`src/rtl/issue_queue_m2_pkg.sv`:
```
// Shared types for the issue stage: execution-unit indices and the default buffer entry layout.
// Pure declarations; no timing or backpressure of its own.
package Types_m1;

  localparam int UNIT_ALU  = 0;
  localparam int UNIT_MUL  = 1;
  localparam int UNIT_DIV  = 2;
  localparam int UNIT_BRH  = 3;
  localparam int UNIT_LSU  = 4;
  localparam int NUM_UNITS = UNIT_LSU + 1;

  localparam int IQ_AW = 4;
  localparam int IQ_UW = $clog2(NUM_UNITS);
  localparam int IQ_PW = 32;

  typedef struct packed {
    logic [IQ_AW-1:0] dest;
    logic [IQ_AW-1:0] src1;
    logic [IQ_AW-1:0] src2;
    logic             dest_used;
    logic             src1_used;
    logic             src2_used;
    logic             fence;
    logic [IQ_UW-1:0] unit;
    logic [IQ_PW-1:0] payload;
  } iq_entry_t;

endpackage

```
`src/rtl/issue_queue_m2_fifo.sv`:
```
// Circular issue buffer: push at tail, pop at head, flush empties it.
// Head entry readable the cycle after the push edge; full is a pure function of registered count.
// Caller must gate push with !full and pop with count != 0.
module issue_fifo_m2
  import Types_m1::*;
#(
  parameter int  DEPTH   = 4,
  parameter type entry_t = iq_entry_t
) (
  input  logic                   clk,
  input  logic                   rst_n,
  input  logic                   flush,
  input  logic                   push,
  input  entry_t                 push_data,
  input  logic                   pop,
  output entry_t                 head_data,
  output logic [$clog2(DEPTH):0] count,
  output logic                   full
);

  localparam int PTRW = $clog2(DEPTH);
  localparam int CW   = PTRW + 1;

  entry_t            mem [DEPTH];
  logic [PTRW-1:0]   head_ptr;
  logic [PTRW-1:0]   tail_ptr;

  always_ff @(posedge clk or negedge rst_n) begin
    if (!rst_n) begin
      head_ptr <= '0;
      tail_ptr <= '0;
      count    <= '0;
    end else if (flush) begin
      head_ptr <= '0;
      tail_ptr <= '0;
      count    <= '0;
    end else begin
      if (push) tail_ptr <= tail_ptr + 1'b1;
      if (pop)  head_ptr <= head_ptr + 1'b1;
      case ({push, pop})
        2'b10:   count <= count + 1'b1;
        2'b01:   count <= count - 1'b1;
        default: count <= count;
      endcase
    end
  end

  // Storage needs no reset: contents are only read behind a nonzero count.
  always_ff @(posedge clk) begin
    if (push) mem[tail_ptr] <= push_data;
  end

  assign head_data = mem[head_ptr];
  assign full      = (count == CW'(DEPTH));

endmodule

```
`src/rtl/issue_queue_m2.sv`:
```
// In-order issue stage: buffered micro-ops released from the head against a register scoreboard.
// Enqueue at edge t can fire at t+1 at the earliest; one issue per cycle when hazard-free.
// in_ready drops when the buffer is full; the head waits on hazards, unit_ready and fence draining.
module issue_queue_m2
  import Types_m1::*;
#(
  parameter int AW     = 4,
  parameter int DEPTH  = 4,
  parameter int NWB    = 2,
  parameter int NUNITS = NUM_UNITS,
  parameter int PW     = 32,
  localparam int NREGS = 2 ** AW,
  localparam int UW    = (NUNITS > 1) ? $clog2(NUNITS) : 1
) (
  input  logic                   clk,
  input  logic                   rst_n,
  input  logic                   flush,
  input  logic                   in_valid,
  output logic                   in_ready,
  input  logic [AW-1:0]          in_dest,
  input  logic [AW-1:0]          in_src1,
  input  logic [AW-1:0]          in_src2,
  input  logic                   in_dest_used,
  input  logic                   in_src1_used,
  input  logic                   in_src2_used,
  input  logic                   in_fence,
  input  logic [UW-1:0]          in_unit,
  input  logic [PW-1:0]          in_payload,
  input  logic [NWB-1:0]         wb_valid,
  input  logic [NWB*AW-1:0]      wb_addr,
  input  logic [NUNITS-1:0]      unit_ready,
  input  logic                   exe_idle,
  output logic                   out_valid,
  output logic [UW-1:0]          out_unit,
  output logic [AW-1:0]          out_dest,
  output logic [AW-1:0]          out_src1,
  output logic [AW-1:0]          out_src2,
  output logic [PW-1:0]          out_payload,
  output logic                   out_dest_used,
  output logic [NREGS-1:0]       sb_busy,
  output logic [$clog2(DEPTH):0] count
);

  typedef struct packed {
    logic [AW-1:0] dest;
    logic [AW-1:0] src1;
    logic [AW-1:0] src2;
    logic          dest_used;
    logic          src1_used;
    logic          src2_used;
    logic          fence;
    logic [UW-1:0] unit;
    logic [PW-1:0] payload;
  } entry_t;

  entry_t           in_entry;
  entry_t           head;
  logic             push;
  logic             fire;
  logic             full;
  logic [NREGS-1:0] clr;
  logic [NREGS-1:0] eff_busy;
  logic [NREGS-1:0] set_vec;
  logic             src1_ok;
  logic             src2_ok;
  logic             dest_ok;
  logic             unit_ok;
  logic             fence_ok;

  assign in_entry = '{dest: in_dest, src1: in_src1, src2: in_src2,
                      dest_used: in_dest_used, src1_used: in_src1_used,
                      src2_used: in_src2_used, fence: in_fence,
                      unit: in_unit, payload: in_payload};

  assign in_ready = !full;
  assign push     = in_valid && in_ready && !flush;

  issue_fifo_m2 #(
    .DEPTH   (DEPTH),
    .entry_t (entry_t)
  ) u_fifo (
    .clk       (clk),
    .rst_n     (rst_n),
    .flush     (flush),
    .push      (push),
    .push_data (in_entry),
    .pop       (fire),
    .head_data (head),
    .count     (count),
    .full      (full)
  );

  always_comb begin
    clr = '0;
    for (int r = 0; r < NREGS; r++) begin
      for (int k = 0; k < NWB; k++) begin
        if (wb_valid[k] && (wb_addr[k*AW +: AW] == AW'(r))) clr[r] = 1'b1;
      end
    end
  end

  // A writeback landing this cycle already counts as clean; r0 is never set.
  assign eff_busy = sb_busy & ~clr;

  assign src1_ok  = !head.src1_used || !eff_busy[head.src1];
  assign src2_ok  = !head.src2_used || !eff_busy[head.src2];
  assign dest_ok  = !head.dest_used || !eff_busy[head.dest];
  assign fence_ok = !head.fence || (exe_idle && (eff_busy == '0));

  // Unit indices past NUNITS match nothing, so such an op only leaves by flush.
  always_comb begin
    unit_ok = 1'b0;
    for (int u = 0; u < NUNITS; u++) begin
      if (head.unit == UW'(u)) unit_ok = unit_ready[u];
    end
  end

  assign fire = (count != '0) && !flush && src1_ok && src2_ok && dest_ok
                && unit_ok && fence_ok;

  always_comb begin
    set_vec = '0;
    if (fire && head.dest_used) set_vec[head.dest] = 1'b1;
  end

  // Set-by-issue is OR'd after the clear so a new writer wins over the old writer's writeback.
  always_ff @(posedge clk or negedge rst_n) begin
    if (!rst_n) sb_busy <= '0;
    else        sb_busy <= {eff_busy[NREGS-1:1] | set_vec[NREGS-1:1], 1'b0};
  end

  assign out_valid     = fire;
  assign out_unit      = head.unit;
  assign out_dest      = head.dest;
  assign out_src1      = head.src1;
  assign out_src2      = head.src2;
  assign out_payload   = head.payload;
  assign out_dest_used = head.dest_used;

endmodule

```
`config.mk`:
```
export PLATFORM = sky130hd
export DESIGN_NAME = issue_queue_m2
export DESIGN_NICKNAME = d
export VERILOG_FILES = /design/src/rtl/issue_queue_m2_pkg.sv /design/src/rtl/issue_queue_m2_fifo.sv /design/src/rtl/issue_queue_m2.sv
export SDC_FILE = /design/constraint.sdc
export NUM_CORES = 1
export LEC_CHECK = 0
export CAP_MARGIN = 40
export CORE_UTILIZATION = 54
export CTS_CLUSTER_SIZE = 24
export DETAILED_ROUTE_END_ITERATION = 7
export PLACE_DENSITY_LB_ADDON = 0.08
export RECOVER_POWER = 25
export SLEW_MARGIN = 20
export SYNTH_ARGS = -nofsm -noshare
export SYNTH_HDL_FRONTEND = slang
export SYNTH_SLANG_ARGS = --single-unit
```
`constraint.sdc`:
```
create_clock -name clk -period 4.4 [get_ports clk]
set_input_delay 1.1 -clock clk [delete_from_list [all_inputs] [get_ports clk]]
set_output_delay 1.1 -clock clk [all_outputs]
set_load 0.01 [all_outputs]
```
# [After elaboration in Yosys (flattened, before gate mapping)]
# Memory sizes are Yosys's and may differ from the RTL's.
# Cells that the tools add are included.
# Widths: inputs -> output; s select.
[totals] reg_bits=22 ramBits=204 input_bits=71 out_inout_bits=69 word_cells=171 memories=1
[classes] n_addsub=4 n_lt_le_gt_ge=4 n_eq_ne=37 muxes=54 bitwise_logic=3 n_reduce_logical=64
[memory_table] memory="u_fifo.mem" depth=4 word_bits=51 read_ports=1 rd_clocked_by_memory_dff=0 wr=1 line="issue_queue_m2_fifo.sv:24" text="entry_t mem [DEPTH];"
[op_table] operator="$eq 4x4->1 const B" n=16
[op_table] operator="$logic_and 1x1->1" n=43
[op_table] operator="$mux 1" n=43
[op_table] operator="$eq 4x3->1 const B" n=8
[op_table] operator="$and 16x16->16" n=1
[op_table] operator="$eq 4x2->1 const B" n=4
[op_table] operator="$logic_not 16->1" n=1
[op_table] operator="$mux 16" n=1
[op_table] operator="$not 16->16" n=1
[op_table] operator="$lt 4x5->1 const B" n=3
[op_table] operator="$or 15x15->15" n=1
[op_table] operator="$bmux 1 s4" n=3
[op_table] operator="$logic_not 1->1" n=9
[op_table] operator="$eq 4x1->1 const B" n=2
[op_table] operator="$logic_not 4->1" n=2
[op_table] operator="$mux 2" n=4
[op_table] operator="$eq 3x2->1 const B" n=2
[op_table] operator="$eq 3x3->1 const B" n=2
[op_table] operator="$pmux 3 s2" n=1
[op_table] operator="$reduce_bool 3->1" n=2
[op_table] operator="$add 2x1->2 const B" n=2
[op_table] operator="$demux 1 s4" n=1
[op_table] operator="$ge 4x1->1 const B" n=1
[op_table] operator="$logic_or 1x1->1" n=4
[op_table] operator="other kinds (8)" n=9

# [Depth between registers and ports, before layout]
# Gate-level depths: netlist of the first run.
[depth] ltp_word=18 mapped_depth=15

# [Modules after synthesis]
# A second synthesis of the first run with hierarchy kept.
[hier_totals] cells_unflattened=501 hier_area_um2=9459.1
[by_module_without_submodules] mod="issue_fifo_m2" instances=1 cells_per_inst=307 area_each_um2=7846.3 seq_area_each_um2=6301.0
[by_module_without_submodules] mod="issue_queue_m2" instances=1 cells_per_inst=194 area_each_um2=1612.8 seq_area_each_um2=375.4

# [Worst setup path after synthesis of the first run]
# OpenSTA, ideal clock, no wires.
[synth_timing] path_type="input -> output" from="input port wb_addr[4]" to="output port out_valid" arrival_ps=2979 required_time_ps=3300 path_slack_ps=321 path_stages=7 path_buffers=0 path_cell_list="or3b_1 > o221ai_1 > nand4_1 > or4_1 > a21oi_2 > nand2_4 > inv_1"
[synth_via] elab_chain_len=14 elab_cells_between_ends=70
[synth_rtl] item="from (decl)" line="issue_queue_m2.sv:30" text="input logic [NWB*AW-1:0] wb_addr,"
[synth_rtl] item="$eq 4x1->1 (tied with other cells)" line="issue_queue_m2.sv:97" text="if (wb_valid[k] && (wb_addr[k*AW +: AW] == AW'(r))) clr[r] = 1'b1;"
[synth_rtl] item="$logic_and 1x1->1" line="issue_queue_m2.sv:97"
[synth_rtl] item="$mux 1" line="issue_queue_m2.sv:97"
[synth_rtl] item="$not 16->16 *" line="issue_queue_m2.sv:103" text="assign eff_busy = sb_busy & ~clr;"
[synth_rtl] item="$and 16x16->16 *" line="issue_queue_m2.sv:103"
[synth_rtl] item="$bmux 1 s4" line="issue_queue_m2.sv:105" text="assign src1_ok = !head.src1_used || !eff_busy[head.src1];"
[synth_rtl] item="$mux 1 (implied by the code)" line="issue_queue_m2.sv:105"
[synth_rtl] item="$logic_not 1->1" line="issue_queue_m2.sv:105"
[synth_rtl] item="$logic_or 1x1->1" line="issue_queue_m2.sv:105"
[synth_rtl] item="$logic_and 1x1->1 (3 in a row)" line="issue_queue_m2.sv:118" text="assign fire = (count != '0) && !flush && src1_ok && src2_ok && dest_ok"
[synth_rtl] item="$logic_and 1x1->1" line="issue_queue_m2.sv:119" text="&& unit_ok && fence_ok;"
[synth_rtl] item="$logic_and 1x1->1 *" line="issue_queue_m2.sv:119"
[synth_rtl] item="to (decl)" line="issue_queue_m2.sv:33" text="output logic out_valid,"
# Mark *: on every way between the ends. The rest lies on a longest branch, timed or not. The select of a mux whose other input is x is not followed.

# [Worst setup path in the final report of the first run]
[layout_timing] from="input port wb_addr[3]" to="output port out_valid"
[layout_via] elab_chain_len=15 elab_cells_between_ends=86
[layout_rtl] item="$eq 4x1->1 (tied with other cells)" line="issue_queue_m2.sv:97"
[layout_rtl] item="$logic_and 1x1->1" line="issue_queue_m2.sv:97"
[layout_rtl] item="$mux 1 (2 in a row)" line="issue_queue_m2.sv:97"
[layout_rtl] item="$not 16->16 *" line="issue_queue_m2.sv:103"
[layout_rtl] item="$and 16x16->16 *" line="issue_queue_m2.sv:103"
[layout_rtl] item="$bmux 1 s4" line="issue_queue_m2.sv:105"
[layout_rtl] item="$mux 1 (implied by the code)" line="issue_queue_m2.sv:105"
[layout_rtl] item="$logic_not 1->1" line="issue_queue_m2.sv:105"
[layout_rtl] item="$logic_or 1x1->1" line="issue_queue_m2.sv:105"
[layout_rtl] item="$logic_and 1x1->1 (3 in a row)" line="issue_queue_m2.sv:118"
[layout_rtl] item="$logic_and 1x1->1" line="issue_queue_m2.sv:119"
[layout_rtl] item="$logic_and 1x1->1 *" line="issue_queue_m2.sv:119"
# Marks and branches as above.

==> results of run 1 <==
## metal layers
metal	share of wire, %	track usage [%]
met5	0	0
met1	41	32.19
met3	6.0	5.190
met2	50	41.02
met4	3.2	10.15
## placed cells by master, fill, tap and decap left out, types with 12 or more instances in the layout
cell type	instances
sky130_fd_sc_hd__mux4_2	47
sky130_fd_sc_hd__nor2_1	16
sky130_fd_sc_hd__clkdlybuf4s50_1	94
sky130_fd_sc_hd__dfrtp_1	20
sky130_fd_sc_hd__edfxtp_1	204
sky130_fd_sc_hd__clkbuf_16	25
sky130_fd_sc_hd__nand2_1	12
sky130_fd_sc_hd__buf_4	44
sky130_fd_sc_hd__dlygate4sd3_1	33
sky130_fd_sc_hd__o21ai_0	18
## metrics by stage
stage / hold WS [ns] / worst slack (ns) / total power (W)
2_1_floorplan: 0.5425 / 0.3207 / 0.002739
3_3_place_gp: 0.5546 / -0.6172 / 0.003013
3_5_place_dp: 0.5945 / -0.6420 / 0.003026
4_1_cts: 0.6040 / 0.07179 / 0.004897
5_1_grt: 0.6461 / -0.002808 / 0.005023
6_report: 0.6070 / 0.07903 / 0.004863
## flip-flops by register name, summed over array words and instances (netlist names)
signal	count
u_fifo.tail_ptr	2
u_fifo.head_ptr	2
u_fifo.mem	204
sb_busy	15
u_fifo.count	3
## worst max path at each step
stage,depth (start not counted),to,start
after global placement,11,out_valid,wb_valid[1]
after global routing,14,out_valid,wb_addr[7]
after floorplan,7,out_valid,wb_addr[4]
after CTS,11,out_valid,wb_addr[5]
after detailed placement,12,out_valid,wb_addr[5]
final,12,out_valid,wb_addr[3]
## cell usage after synthesis (2+ instances only)
library cell               number  area share (%)
sky130_fd_sc_hd__edfxtp_1     204              67
sky130_fd_sc_hd__mux4_2        47              12
sky130_fd_sc_hd__dfrtp_1       22             6.0
sky130_fd_sc_hd__o21ai_0       18            0.98
sky130_fd_sc_hd__nor2_1        16            0.65
sky130_fd_sc_hd__o221ai_1      15             1.4
sky130_fd_sc_hd__nand2_1       14            0.57
sky130_fd_sc_hd__nand2b_1      12            0.82
sky130_fd_sc_hd__mux2i_1        9            0.98
sky130_fd_sc_hd__o22ai_1        9            0.61
sky130_fd_sc_hd__nand4_1        8            0.55
sky130_fd_sc_hd__and2_1         6            0.41
sky130_fd_sc_hd__nor2b_1        6            0.41
sky130_fd_sc_hd__nor3_1         6            0.33
sky130_fd_sc_hd__clkbuf_1       5            0.20
sky130_fd_sc_hd__mux4_1         5             1.4
sky130_fd_sc_hd__a21oi_1        4            0.22
sky130_fd_sc_hd__buf_1          4            0.16
sky130_fd_sc_hd__ha_1           4            0.55
sky130_fd_sc_hd__inv_1          4            0.16
sky130_fd_sc_hd__nand3b_1       4            0.33
sky130_fd_sc_hd__nor4_1         4            0.27
sky130_fd_sc_hd__buf_2          3            0.16
sky130_fd_sc_hd__buf_4          3            0.25
sky130_fd_sc_hd__mux2_2         3            0.37
sky130_fd_sc_hd__nand3_1        3            0.16
sky130_fd_sc_hd__nand4b_1       3            0.29
sky130_fd_sc_hd__or2_2          3            0.20
sky130_fd_sc_hd__a21oi_2        2            0.19
sky130_fd_sc_hd__or3b_1         2            0.19
sky130_fd_sc_hd__or4_1          2            0.16
sky130_fd_sc_hd__xor2_1         2            0.19
## layout make-up
class                           instances  area [um2]  area share (%)
Sequential cell                       226        6681           54.97
Multi-Input combinational cell        224        2551           20.99
Timing Repair Buffer                  195        1889           15.54
Clock buffer                           36       696.9           5.734
Tap cell                              220       275.3           2.265
Clock inverter                          8       42.54          0.3500
Inverter                                4       15.01          0.1235
Antenna cell                            1       2.502         0.02059
## what timing repair did
action / 4_1_cts / 5_1_grt
pin swaps: 11 / 10
resized for setup: 50 / 17
setup buffers: 10 / 3
hold buffers: 0 / 0
endpoints found under the setup margin: 1 / 1
## worst min-delay path: stages (launching register included)
cell                      delay [ns]
sky130_fd_sc_hd__dfrtp_1        0.42
sky130_fd_sc_hd__nand2_1        0.09
sky130_fd_sc_hd__a21oi_1        0.06
## report_power, final
part / switching, W / internal (W) / total, W
clock network: 0.000765 / 0.00109 / 0.00186
registers: 0.0000279 / 0.00242 / 0.00245
logic: 0.000271 / 0.000288 / 0.000559
## logic make-up after synthesis
family                     share of synthesized area [%]
other                                            0.04088
and+or+nand+nor                                    5.975
buffers and inverters                              1.282
adders and majority gates                         0.7639
DFF                                                72.79
muxes                                              14.32
xor gates and xnor gates                          0.5320
AOI/OAI and AO/OA                                  4.297
==> summary.txt, run 1 <==
PWR
-------------------------------------------------------------------------------
Maximum vdd drop                                                      0.3877 mV
PD cells                                                           400.1 nW/um2
Leakage                                                                4.090 nW

WORST SETUP PATH
-------------------------------------------------------------------------------
Largest fanout on the critical path                                           4
Reg2Reg Capture Point                                              u_fifo.count[2]$_DFFE_PN0P_
Cell family with most CP delay                                     buffers and inverters
Worst-case reg-to-reg path depth                                             17
Critical Path Start Type                                             input port
Worst R2R Setup Slack                                                   0.63 ns
Most frequent cell on the critical path                            sky130_fd_sc_hd__buf_4
Critical Setup Path Class                                          input port to output port
Arrival time reported for the critical path endpoint                    3.22 ns
Largest incremental delay on the critical path                          0.34 ns
Worst flop-to-flop path startpoint                                 u_fifo.head_ptr[0]$_DFFE_PN0P_
Number of buffers and inverters on the critical path                          5
Cell with the largest stage delay on the worst path                sky130_fd_sc_hd__a311oi_4
Worst endpoint required time                                            3.30 ns
CP endpoint kind                                                    output port
Ordered cell list for the critical path                            dlygate4sd2_1 -> or2_4 -> o221ai_1 -> buf_4 -> buf_4 -> nor2_1 -> nor4_1 -> nor4_2 -> a311oi_4 -> nand2_4 -> inv_2 -> buf_6

ROUTING
-------------------------------------------------------------------------------
Count of vias placed by the detailed router                                5365
Number of DRC markers after the initial detailed-route iteration            337
Total Wirelength                                                       20970 um
DRC violation count after routing                                             0
Length of the first detailed-routing pass in iterations                       4
Via density                                                               5.870
Antenna viol nets, final                                                      0
Wirelength per Cell                                                    22.94 um

FLOORPLAN
-------------------------------------------------------------------------------
Number of placement rows                                                     47
Count of pins on the block boundary                                         140
Core footprint                                                        16580 um2
Initial core utilization                                                 55.31%
Die X                                                                  132.3 um
Full die area                                                         17510 um2
Vertical die dimension                                                 132.3 um

CLOCKING
-------------------------------------------------------------------------------
Total number of clock tree sinks                                            226
Clock root buffer                                                  sky130_fd_sc_hd__clkbuf_16
TritonCTS Buffers                                                            24
CTS HTree Levels                                                              1
Reg clk slew, reported paths                                            0.06 ns
CTS tree                                                                   done
Maximum root-to-sink buffer count                                             3
Later-pin clock latency in the skew report                              0.51 ns

HOLD PATH
-------------------------------------------------------------------------------
Hold WC Path Type                                                  flip-flop to flip-flop
Worst hold stages                                                             2
Hold path startpoint                                               u_fifo.tail_ptr[1]$_DFFE_PN0P_
Worst Hold End                                                     u_fifo.tail_ptr[1]$_DFFE_PN0P_

GRT
-------------------------------------------------------------------------------
Total track usage                                                        24.76%
First-pass GRT wire length                                             32350 um
GRT overflow                                                                  0
Vias in the first global route                                             5668
Antenna violations before repair                                              1
Pin count of the biggest net entering global routing                         45

CELLS AND AREA
-------------------------------------------------------------------------------
Final Cell Area                                                       12150 um2
Post-layout util                                                         73.29%
Fin nets                                                                    751
Layout Cells excl Fill                                                      914
Filler Cells Inserted                                                      1037
Fraction of final layout cells sized beyond drive strength 1             27.13%
Layout area overhead                                                     32.51%

STA
-------------------------------------------------------------------------------
Slew headroom                                                            53.93%
Final hold violation count                                                    0
Total of endpoints with negative setup slack in the final report              0
Share of the clock period used by the worst path after layout            98.20%
Clock period minus final worst setup slack                             4.321 ns
Actual slew at the worst max-slew pin                                 0.6911 ns
Peak clock frequency supported by timing                              231.4 MHz
Layout Skew                                                         0.007458 ns
Total negative slack                                                       0 ns
Max-slew violation count                                                      0

YOSYS
-------------------------------------------------------------------------------
Netlist cell types                                                           51
Syn_area_per_cell                                                     19.47 um2
Primary FF master, synth                                           sky130_fd_sc_hd__edfxtp_1
FFs w/ async S/R, synth                                                  9.735%
Post-synthesis net count                                                    547
Summed instance area of the synthesized netlist                        9173 um2
Gate count after technology mapping                                         471
Yosys warning count                                                           0
Proportion of synthesized chip area in sequential cells                  72.79%
Total of flip-flops plus latches after synthesis                            226
Post-synth EDFFs                                                            204

PLACEMENT
-------------------------------------------------------------------------------
Placed Instance Area                                                  11140 um2
Final Wtd Congestion                                                     0.9463
Placed cell count                                                           857
Detailed Place HPWL                                                    13410 um
IO buf count                                                                138

STATUS
-------------------------------------------------------------------------------
Result of the run                                                     completed

FLOW RUN
-------------------------------------------------------------------------------
Max Cap Viol                                                                  0

Power figures use the tool's default switching activity.
==> run 2: changes to the inputs <==
--- a/config.mk
+++ b/config.mk
@@ -5,6 +5,7 @@
 export SDC_FILE = /design/constraint.sdc
 export NUM_CORES = 1
 export LEC_CHECK = 0
+export ABC_CLOCK_PERIOD_IN_PS = 4400
 export CAP_MARGIN = 40
 export CORE_UTILIZATION = 54
 export CTS_CLUSTER_SIZE = 24
@@ -15,3 +16,4 @@
 export SYNTH_ARGS = -nofsm -noshare
 export SYNTH_HDL_FRONTEND = slang
 export SYNTH_SLANG_ARGS = --single-unit
+export TNS_END_PERCENT = 5
==> results of run 2 <==
Same layout as run 1: the final DEF is identical, and so are final timing and power.
==> run 3: changes to the inputs <==
--- a/config.mk
+++ b/config.mk
@@ -7,7 +7,7 @@
 export LEC_CHECK = 0
 export ABC_CLOCK_PERIOD_IN_PS = 4400
 export CAP_MARGIN = 40
-export CORE_UTILIZATION = 54
+export CORE_UTILIZATION = 30
 export CTS_CLUSTER_SIZE = 24
 export DETAILED_ROUTE_END_ITERATION = 7
 export PLACE_DENSITY_LB_ADDON = 0.08
==> run 3 against run 2 <==
Via count is 2.1% lower; count of clock-buffer cells in the layout is 1 lower; first-iteration DRC count is 28% lower; largest power group unchanged.
==> summary.txt, run 3 (synthesis gave the netlist of run 1 again) <==
FLOORPLAN
-------------------------------------------------------------------------------
Vertical die dimension                                                 176.9 um
Initial core utilization                                                 30.70%
Full die area                                                         31280 um2
Count of pins on the block boundary                                         140
Die X                                                                  176.9 um
Number of placement rows                                                     63
Core footprint                                                        29870 um2

PLACEMENT
-------------------------------------------------------------------------------
Detailed Place HPWL                                                    14600 um
Placed cell count                                                          1031
Final Wtd Congestion                                                     0.9043
DP Worst Slack                                                       -0.6835 ns
IO buf count                                                                138

CELLS AND AREA
-------------------------------------------------------------------------------
Largest register by flop count                                       u_fifo.mem
Max reg flops                                                               204
Layout Cells excl Fill                                                     1089
Fin nets                                                                    755
Most common library cell in the layout ignoring fill and taps      sky130_fd_sc_hd__edfxtp_1
Most used cells in the layout excluding fill and tap cells         sky130_fd_sc_hd__edfxtp_1 (204), sky130_fd_sc_hd__clkdlybuf4s50_1 (93), sky130_fd_sc_hd__buf_4 (52), sky130_fd_sc_hd__mux4_2 (47), sky130_fd_sc_hd__dlygate4sd3_1 (34)
Layout area overhead                                                     36.41%
Fraction of final layout cells sized beyond drive strength 1             29.04%
Registers with the most flip-flops                                 u_fifo.mem (204), sb_busy (15), u_fifo.count (3)
Antenna diode instance count                                                  0

WORST SETUP PATH
-------------------------------------------------------------------------------
Cell with the largest stage delay on the worst path                sky130_fd_sc_hd__a311oi_4
Critical Path Start Type                                             input port
Worst flop-to-flop path startpoint                                 u_fifo.head_ptr[0]$_DFFE_PN0P_
Cell family with most CP delay                                     simple AND/OR/NAND/NOR gates
Number of stages on the worst setup path                                     12
Arrival time reported for the critical path endpoint                    3.19 ns
Worst endpoint required time                                            3.30 ns
Ordered cell list for the critical path                            dlygate4sd2_1 -> buf_6 -> or2_4 -> o221ai_2 -> buf_4 -> o22ai_1 -> nor4_2 -> nor4_2 -> a311oi_4 -> nand2_4 -> inv_2 -> buf_6
Critical Setup Path Class                                          input port to output port
Number of buffers and inverters on the critical path                          5
Critical path launch point                                           wb_addr[6]
Worst-case reg-to-reg path depth                                             14
CP endpoint kind                                                    output port
Largest fanout on the critical path                                           5
Largest incremental delay on the critical path                          0.36 ns

HOLD PATH
-------------------------------------------------------------------------------
Worst hold stages                                                             2
Hold path startpoint                                               u_fifo.tail_ptr[1]$_DFFE_PN0P_
Hold WC Path Type                                                  flip-flop to flip-flop

PWR
-------------------------------------------------------------------------------
Net switching power figure                                           0.001132 W
Switching share of total power                                           21.98%
Maximum vdd drop                                                      0.2509 mV
Leakage                                                                4.180 nW
Overall Power                                                        0.005148 W
Proportion of power drawn by flip-flops and latches                       47.6%
Clock group share of total power                                          41.5%
Internal power                                                       0.004016 W
PD cells                                                           411.4 nW/um2
Combinational Power Share                                                 11.0%

ROUTING
-------------------------------------------------------------------------------
Total Wirelength                                                       22710 um
Length of the first detailed-routing pass in iterations                       4
Number of DRC markers after the initial detailed-route iteration            241
Wirelength per Cell                                                    20.85 um
DRC violation count after routing                                             0
Via density                                                               4.826
Count of vias placed by the detailed router                                5255
Antenna viol nets, final                                                      0

GRT
-------------------------------------------------------------------------------
GRT overflow                                                                  0
Total track usage                                                        14.84%
First-pass GRT wire length                                             34380 um
Pin count of the biggest net entering global routing                         52
Vias in the first global route                                             5826
Antenna violations before repair                                              5

CLOCKING
-------------------------------------------------------------------------------
CTS HTree Levels                                                              1
TritonCTS Buffers                                                            26
Later-pin clock latency in the skew report                              0.52 ns
CTS tree                                                                   done
Clock root buffer                                                  sky130_fd_sc_hd__clkbuf_16
Total number of clock tree sinks                                            226
Reg clk slew, reported paths                                            0.06 ns
Maximum root-to-sink buffer count                                             3

STA
-------------------------------------------------------------------------------
Layout Skew                                                         0.004196 ns
Peak clock frequency supported by timing                              233.2 MHz
Final hold violation count                                                    0
Max-slew violation count                                                      0
Final worst slack                                                     0.1111 ns
Share of the clock period used by the worst path after layout            97.48%
Total of endpoints with negative setup slack in the final report              0
Clock period minus final worst setup slack                             4.289 ns

FLOW RUN
-------------------------------------------------------------------------------
Max Cap Viol                                                                  0

STATUS
-------------------------------------------------------------------------------
Result of the run                                                     completed

run 3: metal layers:
layer / up-vias / part of all wire (%) / wire length, um / global-route usage (%)
li1: 2388 / - / - / -
met5: - / 0.17 / 39 / 0
met2: 154 / 50 / 11350 / 25.85
met1: 2660 / 41 / 9359 / 17.93
met3: 47 / 6.1 / 1393 / 3.544
met4: 6 / 2.5 / 561 / 4.993
run 3: path summary, 6_finish.rpt:
check | slack, ns | end
worst max register to register | 0.56 | u_fifo.count[2]$_DFFE_PN0P_
min in group asynchronous | 0.91 | u_fifo.count[1]$_DFFE_PN0P_
worst min register to register | 0.57 | u_fifo.tail_ptr[1]$_DFFE_PN0P_
max in group asynchronous | 3.05 | sb_busy[3]$_DFF_PN0_
worst max-delay path | 0.11 | out_valid
worst min-delay path | 0.57 | u_fifo.tail_ptr[1]$_DFFE_PN0P_
run 3: layout make-up:
class | count | area (um2)
Multi-Input combinational cell | 224 | 2580
Clock buffer | 35 | 745.7
Inverter | 4 | 15.01
Fill cell | 2707 | 17360
Clock inverter | 13 | 125.1
Tap cell | 390 | 488.0
Timing Repair Buffer | 197 | 1877
Sequential cell | 226 | 6681
run 3: per-stage QoR:
stage | util [%] | area (um2) | hold slack [ns] | TNS (ns)
after floorplan | - | 9173 | 0.5425 | 0
after global placement | 38.02 | 11360 | 0.5603 | -1.396
after detailed placement | 38.12 | 11390 | 0.5684 | -1.484
after CTS | 41.67 | 12450 | 0.5766 | 0
after global routing | 41.88 | 12510 | 0.6061 | -0.0009766
final | 41.88 | 12510 | 0.5718 | 0
run 3: power by group through the flow:
stage	sequential, W	clock [W]	combinational, W
after floorplan	0.00249	0	0.000250
after global placement	0.00249	0	0.000551
after detailed placement	0.00249	0	0.000555
after CTS	0.00245	0.00221	0.000575
after global routing	0.00245	0.00229	0.000611
final	0.00245	0.00213	0.000565
run 3: worst register-to-register path: stages, from the launching register on:
cell	delay (ns)
sky130_fd_sc_hd__dfrtp_4	0.56
sky130_fd_sc_hd__mux4_1	0.59
sky130_fd_sc_hd__buf_4	0.21
sky130_fd_sc_hd__mux2i_1	0.13
sky130_fd_sc_hd__mux2_2	0.27
sky130_fd_sc_hd__o21a_1	0.22
sky130_fd_sc_hd__a311oi_4	0.39
sky130_fd_sc_hd__nand2_4	0.10
sky130_fd_sc_hd__buf_4	0.17
sky130_fd_sc_hd__nor2_1	0.13
sky130_fd_sc_hd__fa_1	0.22
sky130_fd_sc_hd__nor2_1	0.06
sky130_fd_sc_hd__and3_1	0.18
sky130_fd_sc_hd__a21oi_1	0.14
sky130_fd_sc_hd__mux2_2	0.36
run 3: timing repair:
item / in CTS / in global routing
gates resized for setup: 48 / 24
hold buffers: 0 / 0
buffers inserted: 7 / 3
pin swaps: 10 / 7
setup endpoints to repair: 1 / 1
